## src/rtl/line_buffer_arb_pkg.sv

```systemverilog
// Shared types and defaults for the refill line buffer arbiter.
// Request structs, data width and grant encoding used by line_buffer_arb and lb_starve_prio.
package line_buffer_arb_pkg;

    localparam int dataBits             = 8;
    localparam int ID_BITS              = 2;
    localparam int OFF_BITS             = 2;
    localparam int ADDR_BITS            = ID_BITS + OFF_BITS;
    localparam int N_IDS_DEFAULT        = 4;
    localparam int N_BEATS_DEFAULT      = 4;
    localparam int STARVE_LIMIT_DEFAULT = 3;

    typedef enum logic [1:0] {
        GRANT_NONE = 2'd0,
        GRANT_WR   = 2'd1,
        GRANT_RD   = 2'd2
    } grant_e;

    typedef struct packed {
        logic [ID_BITS-1:0]  id;
        logic [OFF_BITS-1:0] offset;
        logic [dataBits-1:0] data;
    } LineBufferWriteReqST;

    typedef struct packed {
        logic [ID_BITS-1:0]  id;
        logic [OFF_BITS-1:0] offset;
    } LineBufferReadReqST;

    // SRAM word address of one beat: entry id in the upper bits, beat offset below.
    function automatic logic [ADDR_BITS-1:0] beat_addr(input logic [ID_BITS-1:0]  id,
                                                        input logic [OFF_BITS-1:0] offset);
        return {id, offset};
    endfunction

endpackage

```

## src/rtl/line_buffer_arb_starve_prio.sv

```systemverilog
// Write-over-read priority with a 2-bit saturating starvation counter.
// A read denied STARVE_LIMIT times in a row takes the SRAM port from the writer.
import line_buffer_arb_pkg::*;

module lb_starve_prio #(
    parameter int STARVE_LIMIT = STARVE_LIMIT_DEFAULT
) (
    input  logic   clock,
    input  logic   reset,
    input  logic   wr_valid,
    input  logic   rd_eligible,
    input  logic   rd_bypass,
    output logic   wr_ready,
    output logic   rd_ready,
    output grant_e grant
);

    localparam logic [1:0] LIMIT = 2'(STARVE_LIMIT);

    logic [1:0] starve_q;
    logic [1:0] starve_d;
    logic       rd_wins;

    always_comb begin
        rd_wins  = rd_eligible && (!wr_valid || (starve_q >= LIMIT));
        wr_ready = !rd_wins;
        rd_ready = rd_wins;
        if (rd_wins) begin
            grant = GRANT_RD;
        end else if (wr_valid) begin
            grant = GRANT_WR;
        end else begin
            grant = GRANT_NONE;
        end
    end

    // A bypassed read is served alongside the write, so it counts as granted.
    always_comb begin
        starve_d = 2'd0;
        if (rd_eligible && !rd_wins && !rd_bypass) begin
            starve_d = (starve_q == 2'b11) ? 2'b11 : starve_q + 2'd1;
        end
    end

    always_ff @(posedge clock or posedge reset) begin
        if (reset) begin
            starve_q <= 2'd0;
        end else begin
            starve_q <= starve_d;
        end
    end

endmodule

```

## src/rtl/line_buffer_arb.sv

```systemverilog
// Line buffer arbiter: per-beat valid bitmap, single-port SRAM muxing and read response register.
// Optional same-cycle write-to-read forwarding is enabled with LINE_BUFFER_BYPASS_EN.
import line_buffer_arb_pkg::*;

module line_buffer_arb #(
    parameter int N_IDS        = N_IDS_DEFAULT,
    parameter int N_BEATS      = N_BEATS_DEFAULT,
    parameter int STARVE_LIMIT = STARVE_LIMIT_DEFAULT
) (
    input  logic                       clock,
    input  logic                       reset,
    input  logic                       wr_valid,
    output logic                       wr_ready,
    input  LineBufferWriteReqST        wr_req,
    input  logic                       rd_valid,
    output logic                       rd_ready,
    input  LineBufferReadReqST         rd_req,
    input  logic                       clr_valid,
    input  logic [ID_BITS-1:0]         clr_id,
    output logic                       mem_en,
    output logic                       mem_we,
    output logic [ADDR_BITS-1:0]       mem_addr,
    output logic [dataBits-1:0]        mem_wdata,
    input  logic [dataBits-1:0]        mem_rdata,
    output logic                       resp_valid,
    output logic [dataBits-1:0]        resp_data,
    output logic [N_IDS*N_BEATS-1:0]   beat_valid
);

    localparam int N_ENTRIES = N_IDS * N_BEATS;

    logic [N_ENTRIES-1:0] beat_valid_q;
    logic [N_ENTRIES-1:0] beat_valid_d;
    logic                 resp_valid_q;
    logic                 resp_valid_d;
    logic [ADDR_BITS-1:0] wr_addr;
    logic [ADDR_BITS-1:0] rd_addr;
    logic                 rd_eligible;
    logic                 rd_bypass;
    logic                 wr_ready_arb;
    logic                 rd_ready_arb;
    grant_e               grant;
    logic                 wr_fire;
    logic                 rd_fire;
    logic                 rd_sram_fire;

`ifdef LINE_BUFFER_BYPASS_EN
    logic                 resp_byp_q;
    logic                 resp_byp_d;
    logic [dataBits-1:0]  resp_byp_data_q;
    logic [dataBits-1:0]  resp_byp_data_d;
`endif

    lb_starve_prio #(
        .STARVE_LIMIT (STARVE_LIMIT)
    ) u_starve_prio (
        .clock       (clock),
        .reset       (reset),
        .wr_valid    (wr_valid),
        .rd_eligible (rd_eligible),
        .rd_bypass   (rd_bypass),
        .wr_ready    (wr_ready_arb),
        .rd_ready    (rd_ready_arb),
        .grant       (grant)
    );

    // A clear to the read's entry this cycle makes its beat stale, so it may not compete.
    always_comb begin
        wr_addr     = beat_addr(wr_req.id, wr_req.offset);
        rd_addr     = beat_addr(rd_req.id, rd_req.offset);
        rd_eligible = rd_valid && beat_valid_q[rd_addr] && !(clr_valid && (clr_id == rd_req.id));
`ifdef LINE_BUFFER_BYPASS_EN
        rd_bypass   = rd_valid && (grant == GRANT_WR) && (rd_addr == wr_addr);
`else
        rd_bypass   = 1'b0;
`endif
    end

    always_comb begin
        wr_fire      = !reset && (grant == GRANT_WR);
        rd_sram_fire = !reset && (grant == GRANT_RD);
        rd_fire      = rd_sram_fire || (!reset && rd_bypass);
        wr_ready     = wr_ready_arb;
        rd_ready     = !reset && (rd_ready_arb || rd_bypass);
        mem_en       = wr_fire || rd_sram_fire;
        mem_we       = wr_fire;
        mem_addr     = wr_fire ? wr_addr : rd_addr;
        mem_wdata    = wr_req.data;
        resp_valid   = resp_valid_q;
        beat_valid   = beat_valid_q;
`ifdef LINE_BUFFER_BYPASS_EN
        resp_data    = resp_byp_q ? resp_byp_data_q : mem_rdata;
`else
        resp_data    = mem_rdata;
`endif
    end

    // Clear first, then the write, so a refill beat landing with its own clear survives.
    always_comb begin
        beat_valid_d = beat_valid_q;
        if (clr_valid) begin
            for (int b = 0; b < N_BEATS; b++) begin
                beat_valid_d[{clr_id, b[OFF_BITS-1:0]}] = 1'b0;
            end
        end
        if (wr_fire) begin
            beat_valid_d[wr_addr] = 1'b1;
        end
        resp_valid_d = rd_fire;
`ifdef LINE_BUFFER_BYPASS_EN
        resp_byp_d      = rd_bypass;
        resp_byp_data_d = wr_req.data;
`endif
    end

    always_ff @(posedge clock or posedge reset) begin
        if (reset) begin
            beat_valid_q    <= '0;
            resp_valid_q    <= 1'b0;
`ifdef LINE_BUFFER_BYPASS_EN
            resp_byp_q      <= 1'b0;
            resp_byp_data_q <= '0;
`endif
        end else begin
            beat_valid_q    <= beat_valid_d;
            resp_valid_q    <= resp_valid_d;
`ifdef LINE_BUFFER_BYPASS_EN
            resp_byp_q      <= resp_byp_d;
            resp_byp_data_q <= resp_byp_data_d;
`endif
        end
    end

endmodule

```

## config.mk

```make
export PLATFORM = sky130hd
export DESIGN_NAME = line_buffer_arb
export DESIGN_NICKNAME = d
export VERILOG_FILES = /design/src/rtl/line_buffer_arb_pkg.sv /design/src/rtl/line_buffer_arb_starve_prio.sv /design/src/rtl/line_buffer_arb.sv
export SDC_FILE = /design/constraint.sdc
export NUM_CORES = 1
export LEC_CHECK = 0
export ABC_AREA = 1
export CORE_UTILIZATION = 44
export CTS_CLUSTER_SIZE = 12
export DETAILED_ROUTE_END_ITERATION = 8
export DONT_BUFFER_PORTS = 1
export PLACE_DENSITY = 0.69
export REMOVE_ABC_BUFFERS = 1
export SYNTH_ARGS = -nofsm -noshare
export SYNTH_HDL_FRONTEND = slang
export SYNTH_HIERARCHICAL = 1
export SYNTH_SLANG_ARGS = --single-unit
```

## constraint.sdc

```tcl
create_clock -name clock -period 5.8 [get_ports clock]
set_clock_uncertainty 0.1 [all_clocks]
set_input_delay 1.16 -clock clock [delete_from_list [all_inputs] [get_ports clock]]
set_output_delay 1.16 -clock clock [all_outputs]
set_load 0.01 [all_outputs]
```

Yosys cells after proc, flatten, opt, wreduce, memory -nomap -nowiden
Index checks and enable logic that the tools add are counted.
Cells by class
  add/sub/neg operators: 1
  multiply operators: 0
  div/mod/pow operators: 0
  magnitude comparators: 12
  equal/unequal tests: 4
  shift operators: 0
  mux-type cells: 19
  bitwise gates (word level): 9
  reduce and logical (&&, ||, !) cells: 19
Operators by type and width (number)
  $and A16 B16 Y16: 4
  $mux W16: 2
  $lt A4 B5 Y1 const B: 6
  $ge A4 B1 Y1 const B: 5
  $not A13 Y16: 1
  $not A14 Y16: 1
  $not A15 Y16: 1
  $not A16 Y16: 1
  $or A16 B16 Y16: 1
  $logic_and A1 B1 Y1: 13
  $demux W1 S2: 4
  $mux W1: 7
  $mux W2: 3
  $bmux W1 S4: 1
  $demux W1 S4: 1
  $eq A2 B2 Y1 const B: 2
  $logic_not A1 Y1: 4
  $mux W4: 1
  $add A2 B1 Y2 const B: 1
  $eq A2 B1 Y1 const B: 1
  $eq A2 B2 Y1: 1
  $ge A2 B2 Y1 const B: 1
  $logic_or A1 B1 Y1: 2
Word-level totals
  bits in registers: 19
  bits in latches: 0
  bits in writable memories: 0
  ROM bits: 0
  output and inout port bits: 41
  word-level logic and storage cells: 67
  memories kept: 0

Logic depth before layout (Yosys ltp)
Gate-level depths: netlist of the first run.
  word-level depth: 12
  mapped depth: 16
  depth with buffers taken out: 15

Hierarchy
The synthesis of the first run kept the hierarchy.
By module, submodules not included
  line_buffer_arb: instances 1, cells an instance 159, area each 1133.6 um^2, seq. area each 425.4 um^2
  lb_starve_prio: instances 1, cells an instance 18, area each 126.4 um^2, seq. area each 50.0 um^2

Worst setup path after synthesis of the first run
No wires, ideal clock.
  path type: input -> output
  start point: in rd_req[0] (netlist bit)
  end point: out mem_addr[2]
  arrival time: 2.643 ns
  data required time: 4.540 ns
  slack: 1.897 ns
  stages: 13
  cells stage by stage: buf_4 or2_0 nand3_1 nand3_1 a21oi_1 nor2_1 nand2_2 inv_1 buf_4 nor3_2 buf_4 nand2_1 o21ai_1
Between the ends
  word-level cells in the longest chain between the ends: 9
RTL lines
  start: declaration: RTL line line_buffer_arb.sv:17  | input LineBufferReadReqST rd_req,
  $bmux W1 S4: RTL line line_buffer_arb.sv:71  | rd_eligible = rd_valid && beat_valid_q[rd_addr] && !(clr_valid && (clr_id == rd_req.id));
  $mux W1 (not written as such): RTL line line_buffer_arb.sv:71
  $logic_and A1 B1 Y1 (2 in series): RTL line line_buffer_arb.sv:71
  net rd_eligible: RTL line line_buffer_arb.sv:38  | logic rd_eligible;
  $logic_and A1 B1 Y1: RTL line line_buffer_arb_starve_prio.sv:25  | rd_wins = rd_eligible && (!wr_valid || (starve_q >= LIMIT));
  net rd_ready_arb: RTL line line_buffer_arb.sv:41  | logic rd_ready_arb;
  $mux W2: RTL line line_buffer_arb_starve_prio.sv:28  | if (rd_wins) begin
  net grant[1]: RTL line line_buffer_arb.sv:42  | grant_e grant;
  $eq A2 B1 Y1: RTL line line_buffer_arb.sv:80  | wr_fire = !reset && (grant == GRANT_WR);
  $logic_and A1 B1 Y1: RTL line line_buffer_arb.sv:80
  net mem_we: RTL line line_buffer_arb.sv:21  | output logic mem_we,
  $mux W4: RTL line line_buffer_arb.sv:87  | mem_addr = wr_fire ? wr_addr : rd_addr;
  end: declaration: RTL line line_buffer_arb.sv:22  | output logic [ADDR_BITS-1:0] mem_addr,
The timed path passes the listed nets, and every way through them passes these cells. The select of a mux whose other input is x is not followed.

Final worst setup path of the first run
  start point: in rd_req[0] (netlist bit)
  end point: out mem_addr[1]
Between the ends
  word-level cells in the longest chain between the ends: 9
RTL lines (RTL line)
  $bmux W1 S4: line_buffer_arb.sv:71
  $mux W1 (not written as such): line_buffer_arb.sv:71
  $logic_and A1 B1 Y1 (2 in series): line_buffer_arb.sv:71
  net rd_eligible: line_buffer_arb.sv:38
  $logic_and A1 B1 Y1: line_buffer_arb_starve_prio.sv:25
  net rd_ready_arb: line_buffer_arb.sv:41
  $mux W2: line_buffer_arb_starve_prio.sv:28
  $eq A2 B1 Y1: line_buffer_arb.sv:80
  $logic_and A1 B1 Y1: line_buffer_arb.sv:80
  net mem_we: line_buffer_arb.sv:21
  $mux W4: line_buffer_arb.sv:87
The timed path passes the listed nets, and every way through them passes these cells. The select of a mux whose other input is x is not followed.

==> results of run 1 <==
==> per-stage QoR <==
stage | util | instance area [um^2] | setup WS [ns] | hold WS (ns) | instances
6_report | 0.434 | 1190 | 1.56 | 0.378 | 193
5_1_grt | 0.434 | 1190 | 1.30 | 0.413 | 193
4_1_cts | 0.434 | 1190 | 1.62 | 0.380 | 193
3_5_place_dp | 0.423 | 1160 | 1.64 | 0.364 | 189
3_3_place_gp | 0.423 | 1160 | 1.73 | 0.353 | 189
2_1_floorplan | - | 1120 | 1.89 | 0.344 | 158
==> critical path, stage by stage <==
cell	delay, ns
inv_2	0.11
nand2_1	0.07
nand3_1	0.07
nand3_1	0.07
a21oi_1	0.17
nor2_1	0.10
nand2_2	0.11
inv_1	0.08
nor3_2	0.66
nand2_1	0.17
o21ai_1	0.21
==> worst min path at each step <==
| stage | from | to |
|---|---|---|
| final | u_starve_prio/starve_q[0]$_DFF_PP0_ | u_starve_prio/starve_q[0]$_DFF_PP0_ |
| after global routing | u_starve_prio/starve_q[0]$_DFF_PP0_ | u_starve_prio/starve_q[0]$_DFF_PP0_ |
| after CTS | u_starve_prio/starve_q[0]$_DFF_PP0_ | u_starve_prio/starve_q[0]$_DFF_PP0_ |
| after detailed placement | u_starve_prio/starve_q[0]$_DFF_PP0_ | u_starve_prio/starve_q[0]$_DFF_PP0_ |
| after global placement | u_starve_prio/starve_q[0]$_DFF_PP0_ | u_starve_prio/starve_q[0]$_DFF_PP0_ |
| after floorplan | u_starve_prio/starve_q[0]$_DFF_PP0_ | u_starve_prio/starve_q[0]$_DFF_PP0_ |
==> layout make-up <==
cell class              instances  area, um^2  area share
clock buffers                   3        22.5      0.0190
multi-input cells             107         522       0.440
inverters                      32         120       0.101
well taps                      31        38.8      0.0327
flip-flops and latches         19         475       0.401
clock inverters                 1        7.51     0.00633
==> logic make-up (layout without fill, tap and decap cells) <==
| logic type | after synthesis | count (layout) | share of synthesized area |
|---|---|---|---|
| AOI/OAI and AO/OA | 24 | 24 | 0.121 |
| buffers and inverters | 51 | 36 | 0.209 |
| DFF | 19 | 19 | 0.377 |
| other | 1 | 1 | 0.00298 |
| and+or+nand+nor | 82 | 82 | 0.290 |
==> power by group through the flow <==
stage / combinational, mW / sequential, mW / clock, mW
floorplan: 0.0387 / 0.156 / 0
global placement: 0.0449 / 0.159 / 0
global route: 0.0533 / 0.157 / 0.0767
detailed placement: 0.0461 / 0.159 / 0
CTS: 0.0463 / 0.156 / 0.0732
finish: 0.0463 / 0.156 / 0.0730
==> registers in the layout (all words and copies together), names as in the netlist <==
name,cells
resp_valid,1
u_starve_prio/starve_q,2
beat_valid,16
==> placed cells by master (no fill, tap or decap) <==
master      count
o21ai_1        13
nor3_1          1
o21a_1          1
a21oi_1         1
nand3_1        17
or2_0           1
clkbuf_4        3
o21ai_0         1
nor2_1          7
or2_1           1
o21ai_2         8
nand3_2         1
inv_2           2
inv_1          30
dfrtp_1        19
nand2_2         3
nand2_1        48
or2_4           2
conb_1          1
nor3_2          1
clkinvlp_4      1
==> metal layers <==
layer / vias to the layer above / global-route usage
li1: 498 / -
met3: 2 / 0.141
met2: 64 / 0.305
met5: - / 0
met1: 481 / 0.236
met4: 0 / 0.0464
==> results.txt, run 1 <==
Status -> finished clean
First-pass GRT wire length -> 4.79 mm
Maximum VDD drop -> 148 uV
Max-cap violations -> 0
Row count -> 19
Layout area overhead -> -5.86%
GP Congestion -> 0.853
DRT met1 WL -> 1.23 mm
Post-CTS Setup Inserts -> 0
Crit share post-route -> 0.731
Min cycle time layout -> 4.24 ns
Flop-to-flop setup slack -> 3.09 ns
Top cells by area, synth -> dfrtp_1 (38%), nand2_1 (14%), buf_4 (11%), inv_1 (8.9%), nand3_1 (6.8%)
EDFF count, synth -> 0
Clock slew at reported path FFs -> 0.12 ns
Clock buffer depth -> 2
# setup viols final -> 0
Worst setup EP type -> output pin
Total Nets Final -> 194
Combinational power share -> 0.168
Via/cell ratio -> 5.41
Final Hold Viols -> 0
CTS sink count -> 19
Worst Hold Depth -> 1
# fillers -> 277
Vias in the first global route -> 965
Die width -> 55.5 um
Metal2 WL -> 1.41 mm
Post-synthesis area per instance -> 7.12 um^2
Num CTS Buffers -> 3
Clock tree root buffer cell -> clkbuf_4
Post-DP HPWL -> 2.45 mm
GRT overflow -> 0
PwrDens -> 232 nW/um^2
Starting Density -> 0.461
Final Max Slew Viols -> 0
Worst hold path type -> reg -> reg
Synth Cell Area -> 1260 um^2
Routed Wire Length -> 3.09 mm
Met3 WL post-DR -> 439 um
GR Util All Layers -> 0.202
Setup crit end -> mem_addr[1]
Flop pwr share -> 0.567
Psw -> 0.0910 mW
P_int -> 0.185 mW
Post-synth ARST share -> 1.00
Leak -> 0.594 nW
Share of cells above drive strength 1 -> 0.130
Setup tns final -> 0 ns
CTS tree -> built
RR Endpoint -> beat_valid[6]$_DFF_PP0_
Overall power -> 0.275 mW
Leading area contributor after synthesis -> dfrtp_1
RR Startpoint -> beat_valid[12]$_DFF_PP0_
Clock latency on the worst-skew pair -> 0.31 ns
Reg2Reg Depth -> 11
Initial antenna violation count -> 0
# DRC -> 0
Seq cells post-synth -> 19
Mapped Cells -> 177
CP arrival -> 2.98 ns
Worst setup path class -> in -> out
Seq/Total Area, Yosys -> 0.377
Die area -> 3080 um^2
Routed vias -> 1045
FMAX -> 236 MHz
Slew of the pin with the lowest slew margin -> 0.809 ns
RSZ-0062 raised after global routing -> no
Startpoint Class -> primary input
Synth top area share -> 0.377
Top FF cell, synth -> dfrtp_1
Routed Antenna Nets -> 0
Cts hold-fix bufs -> 0
WP data required -> 4.54 ns
Peak fanout along the critical path -> 12
Buffers on Ports -> 0
Relative slew slack -> 0.458
Boundary pin count -> 72
Largest net degree at the start of global routing -> 19
Initial DRC count -> 28
Most frequent cell after synthesis -> nand2_1
Overall die height -> 55.5 um
Post-CTS sizing -> 0
Core region area -> 2730 um^2
Drt wl/cell -> 16.0 um
Warnings from Yosys -> 6
Number of H-tree levels -> 1
Synth unique cells -> 20
Top Metal Used -> met4
Antenna cells -> 0
Switching fraction of total power -> 0.330
Clk pwr share -> 0.265
Commonest cells in the netlist -> nand2_1 (48), inv_1 (30), buf_4 (19), dfrtp_1 (19), nand3_1 (17)
First-pass iteration count of the detailed router -> 4
CP startpoint -> rd_req[0]
Power figures use the tool's default switching activity.
==> inputs of run 2 (changes only) <==
==> constraint.sdc (replaced) <==
create_clock -name clock -period 4.1 [get_ports clock]
set_clock_uncertainty 0.1 [all_clocks]
set_input_delay 0.82 -clock clock [delete_from_list [all_inputs] [get_ports clock]]
set_output_delay 0.82 -clock clock [all_outputs]
set_load 0.01 [all_outputs]
==> results.txt, run 2 (synthesis gave the netlist of run 1 again) <==
Post-CTS Setup Inserts -> 0
Largest net degree at the start of global routing -> 19
Die area -> 3080 um^2
Post-CTS sizing -> 0
CP arrival -> 2.62 ns
Buffers on Ports -> 0
Drt wl/cell -> 16.0 um
Routed Antenna Nets -> 0
Max-cap violations -> 0
Clock slew at reported path FFs -> 0.11 ns
Status -> finished clean
Cts hold-fix bufs -> 0
Core region area -> 2730 um^2
Maximum VDD drop -> 250 uV
Antenna cells -> 0
Startpoint Class -> primary input
Leak -> 0.594 nW
Overall power -> 0.388 mW
Routed Wire Length -> 3.10 mm
Share of cells above drive strength 1 -> 0.130
Largest register FFs -> 16
Die width -> 55.5 um
# DRC -> 0
Crit share post-route -> 0.863
Clock latency on the worst-skew pair -> 0.31 ns
RSZ-0062 raised after global routing -> no
Starting Density -> 0.461
FMAX -> 283 MHz
Dpl cell area -> 1160 um^2
Post-route cell area -> 1190 um^2
Total Nets Final -> 194
Num CTS Buffers -> 3
Boundary pin count -> 72
Slew of the pin with the lowest slew margin -> 0.812 ns
Initial DRC count -> 51
Clock tree root buffer cell -> clkbuf_4
First-pass GRT wire length -> 5.03 mm
Overall die height -> 55.5 um
Clock buffer depth -> 2
WP data required -> 3.18 ns
Final Max Slew Viols -> 0
Routed vias -> 1062
# setup viols final -> 0
Peak fanout along the critical path -> 12
Worst hold path type -> in -> async
GP Congestion -> 0.872
Worst setup path class -> in -> out
Number of H-tree levels -> 1
CTS tree -> built
Layout area overhead -> -5.86%
Post-DP HPWL -> 2.45 mm
Vias in the first global route -> 997
PwrDens -> 327 nW/um^2
Relative slew slack -> 0.455
Row count -> 19
Setup tns final -> 0 ns
Most frequent cells in the layout -> nand2_1 (48), inv_1 (30), dfrtp_1 (19)
Commonest non-fill, non-tap cell in the layout -> nand2_1
Min cycle time layout -> 3.54 ns
Worst setup EP type -> output pin
Via/cell ratio -> 5.50
CTS sink count -> 19
GRT overflow -> 0
First-pass iteration count of the detailed router -> 4
Initial antenna violation count -> 0
# fillers -> 283
Final Hold Viols -> 0
GR Util All Layers -> 0.214
-- run 2: final timing paths --
check	start	endpoint	slack [ns]	cells after the start
hold / removal	reset	u_starve_prio/starve_q[0]$_DFF_PP0_	0.14	1
setup reg to reg	beat_valid[12]$_DFF_PP0_	beat_valid[14]$_DFF_PP0_	1.41	11
setup / recovery	rd_req[0]	mem_addr[0]	0.56	13
max in group asynchronous	reset	beat_valid[2]$_DFF_PP0_	3.09	1
min in group clock	u_starve_prio/starve_q[0]$_DFF_PP0_	u_starve_prio/starve_q[0]$_DFF_PP0_	0.38	1
hold reg to reg	u_starve_prio/starve_q[0]$_DFF_PP0_	u_starve_prio/starve_q[0]$_DFF_PP0_	0.38	1
-- run 2: critical path, stage by stage --
cell and delay, ns:
inv_2 0.11, nand2_1 0.07, nand3_1 0.06, nand3_1 0.08, nand2_1 0.07, nand2_1 0.05
nand2_1 0.05, nor2_1 0.07, nand2_2 0.11, inv_1 0.08, nor3_2 0.67, nand2_1 0.18
o21ai_1 0.20
-- run 2: power by group --
group          internal, mW  switching (mW)
Combinational        0.0229          0.0424
Sequential            0.201          0.0200
Clock                0.0372          0.0642
Total                 0.261           0.127
-- run 2: layout make-up --
class | count | area (um^2) | area share
Clock inverter | 1 | 7.51 | 0.00633
Inverter | 32 | 120 | 0.101
Tap cell | 31 | 38.8 | 0.0327
Sequential cell | 19 | 475 | 0.401
Clock buffer | 3 | 22.5 | 0.0190
Multi-Input combinational cell | 107 | 522 | 0.440
-- run 2: layer usage --
metal | vias up | part of all wire | GRT usage
li1 | 497 | - | -
met3 | 2 | 0.14 | 0.138
met1 | 495 | 0.39 | 0.269
met4 | 0 | 0.0039 | 0.0393
met2 | 68 | 0.46 | 0.313
met5 | - | 0 | 0
-- run 2: stage by stage --
stage	setup WS, ns	hold WS (ns)	cells	utilization
2_1_floorplan	0.868	0.344	158	-
3_3_place_gp	0.696	0.353	189	0.423
3_5_place_dp	0.603	0.367	189	0.423
4_1_cts	0.597	0.133	193	0.434
5_1_grt	0.299	0.126	193	0.434
6_report	0.561	0.135	193	0.434
==> inputs of run 3 (changes only) <==
==> constraint.sdc (replaced) <==
create_clock -name clock -period 4.1 [get_ports clock]
set_clock_uncertainty 0.1 [all_clocks]
set_input_delay 0.615 -clock clock [delete_from_list [all_inputs] [get_ports clock]]
set_output_delay 0.615 -clock clock [all_outputs]
set_load 0.01 [all_outputs]
==> results.txt, run 3 (synthesis gave the netlist of run 1 again) <==
Status -> finished clean
Die width -> 55.5 um
Routed Wire Length -> 3.10 mm
Total Nets Final -> 195
Commonest non-fill, non-tap cell in the layout -> nand2_1
# DRC -> 0
Clock buffer depth -> 2
CTS tree -> built
Largest register FFs -> 16
Clk pwr share -> 0.264
Post-route cell area -> 1200 um^2
Setup tns final -> 0 ns
Final Hold Viols -> 0
Antenna cells -> 0
Drt wl/cell -> 16.0 um
DP Worst Slack -> 1.03 ns
Die area -> 3080 um^2
Initial DRC count -> 29
Post-CTS Setup Inserts -> 0
Combinational power share -> 0.170
Via/cell ratio -> 5.42
Worst hold path type -> in -> async
Setup crit end -> mem_addr[1]
Post-CTS sizing -> 0
First-pass GRT wire length -> 4.82 mm
Starting Density -> 0.461
Clock slew at reported path FFs -> 0.12 ns
Number of H-tree levels -> 1
RR Startpoint -> beat_valid[12]$_DFF_PP0_
WP data required -> 3.38 ns
Vias in the first global route -> 970
Flop pwr share -> 0.566
FMAX -> 299 MHz
Core region area -> 2730 um^2
Largest net degree at the start of global routing -> 19
P_int -> 0.262 mW
Buffers on Ports -> 0
CP startpoint -> beat_valid[12]$_DFF_PP0_
Clock latency on the worst-skew pair -> 0.31 ns
Routed Antenna Nets -> 0
Worst setup EP type -> output pin
GR Util All Layers -> 0.203
# fillers -> 277
# setup viols final -> 0
RSZ-0062 raised after global routing -> no
CTS sink count -> 19
GRT overflow -> 0
Psw -> 0.129 mW
WHS -> 0.162 ns
Dpl cell area -> 1160 um^2
Slew of the pin with the lowest slew margin -> 0.809 ns
Peak fanout along the critical path -> 12
Worst setup path class -> reg -> out
Switching fraction of total power -> 0.330
Most frequent cells in the layout -> nand2_1 (48), inv_1 (30), dfrtp_1 (19)
Leak -> 0.598 nW
Maximum VDD drop -> 209 uV
Boundary pin count -> 72
Post-DP HPWL -> 2.45 mm
GP Congestion -> 0.853
Reg2Reg Depth -> 11
Layout area overhead -> -5.06%
PwrDens -> 326 nW/um^2
Setup WS post-layout -> 0.758 ns
Initial antenna violation count -> 0
RR Endpoint -> beat_valid[6]$_DFF_PP0_
Relative slew slack -> 0.458
Flop-to-flop setup slack -> 1.39 ns
Routed vias -> 1051
First-pass iteration count of the detailed router -> 4
Finished Core Util -> 0.438
CP arrival -> 2.63 ns
Max-cap violations -> 0
Share of cells above drive strength 1 -> 0.129
Num CTS Buffers -> 3
Row count -> 19
Crit share post-route -> 0.815
Overall die height -> 55.5 um
Placed cell count -> 189
Min cycle time layout -> 3.34 ns
Overall power -> 0.390 mW
Finished Layout Cells -> 194
Startpoint Class -> flop
Clock tree root buffer cell -> clkbuf_4
Final Max Slew Viols -> 0
[run 3: cell count changes in the layout (fill, tap and decap cells not counted), sizes merged]
cell,previous run,this run
dlygate4sd3,0,1
[run 3: repair_timing]
| action | CTS | global route |
|---|---|---|
| setup endpoints to repair | 0 | 0 |
| endpoints found under the hold margin | 2 | 0 |
| hold buffers | 1 | 0 |
[run 3: critical path, cell delays in order (launching register included)]
cell and delay, ns:
dfrtp_1 0.46, or2_0 0.24, nand3_1 0.07, nand3_1 0.07
a21oi_1 0.15, nor2_1 0.10, nand2_2 0.11, inv_1 0.08
nor3_2 0.66, nand2_1 0.17, o21ai_1 0.21
[run 3: worst min path at each step]
stage / from / end / slack [ns] / cells after the start
final: reset / beat_valid[12]$_DFF_PP0_ / 0.16 / 1
after floorplan: reset / u_starve_prio/starve_q[0]$_DFF_PP0_ / 0.26 / 1
after detailed placement: reset / u_starve_prio/starve_q[1]$_DFF_PP0_ / 0.27 / 1
after global placement: reset / u_starve_prio/starve_q[1]$_DFF_PP0_ / 0.26 / 1
after global routing: reset / beat_valid[7]$_DFF_PP0_ / 0.22 / 1
after CTS: reset / beat_valid[5]$_DFF_PP0_ / 0.19 / 1
[run 3: power by group through the flow]
stage / logic (mW) / registers [mW] / clock network, mW
3_5_place_dp: 0.0652 / 0.225 / 0
5_1_grt: 0.0762 / 0.223 / 0.108
6_report: 0.0662 / 0.221 / 0.103
2_1_floorplan: 0.0547 / 0.220 / 0
3_3_place_gp: 0.0635 / 0.225 / 0
4_1_cts: 0.0662 / 0.221 / 0.104
[run 3: cell type report]
class                   instances  area [um^2]  area share
multi-input cells             107          522       0.436
flip-flops and latches         19          475       0.397
well taps                      31         38.8      0.0324
repair buffers                  1         10.0     0.00837
clock buffers                   3         22.5      0.0188
clock inverters                 1         7.51     0.00628
inverters                      32          120       0.100
[run 3: layer usage]
layer	GRT usage	wire length, um	up-vias
li1	-	-	500
met1	0.238	1230	484
met2	0.306	1410	65
met3	0.141	438	2
met4	0.0464	16	0
met5	0	0	-
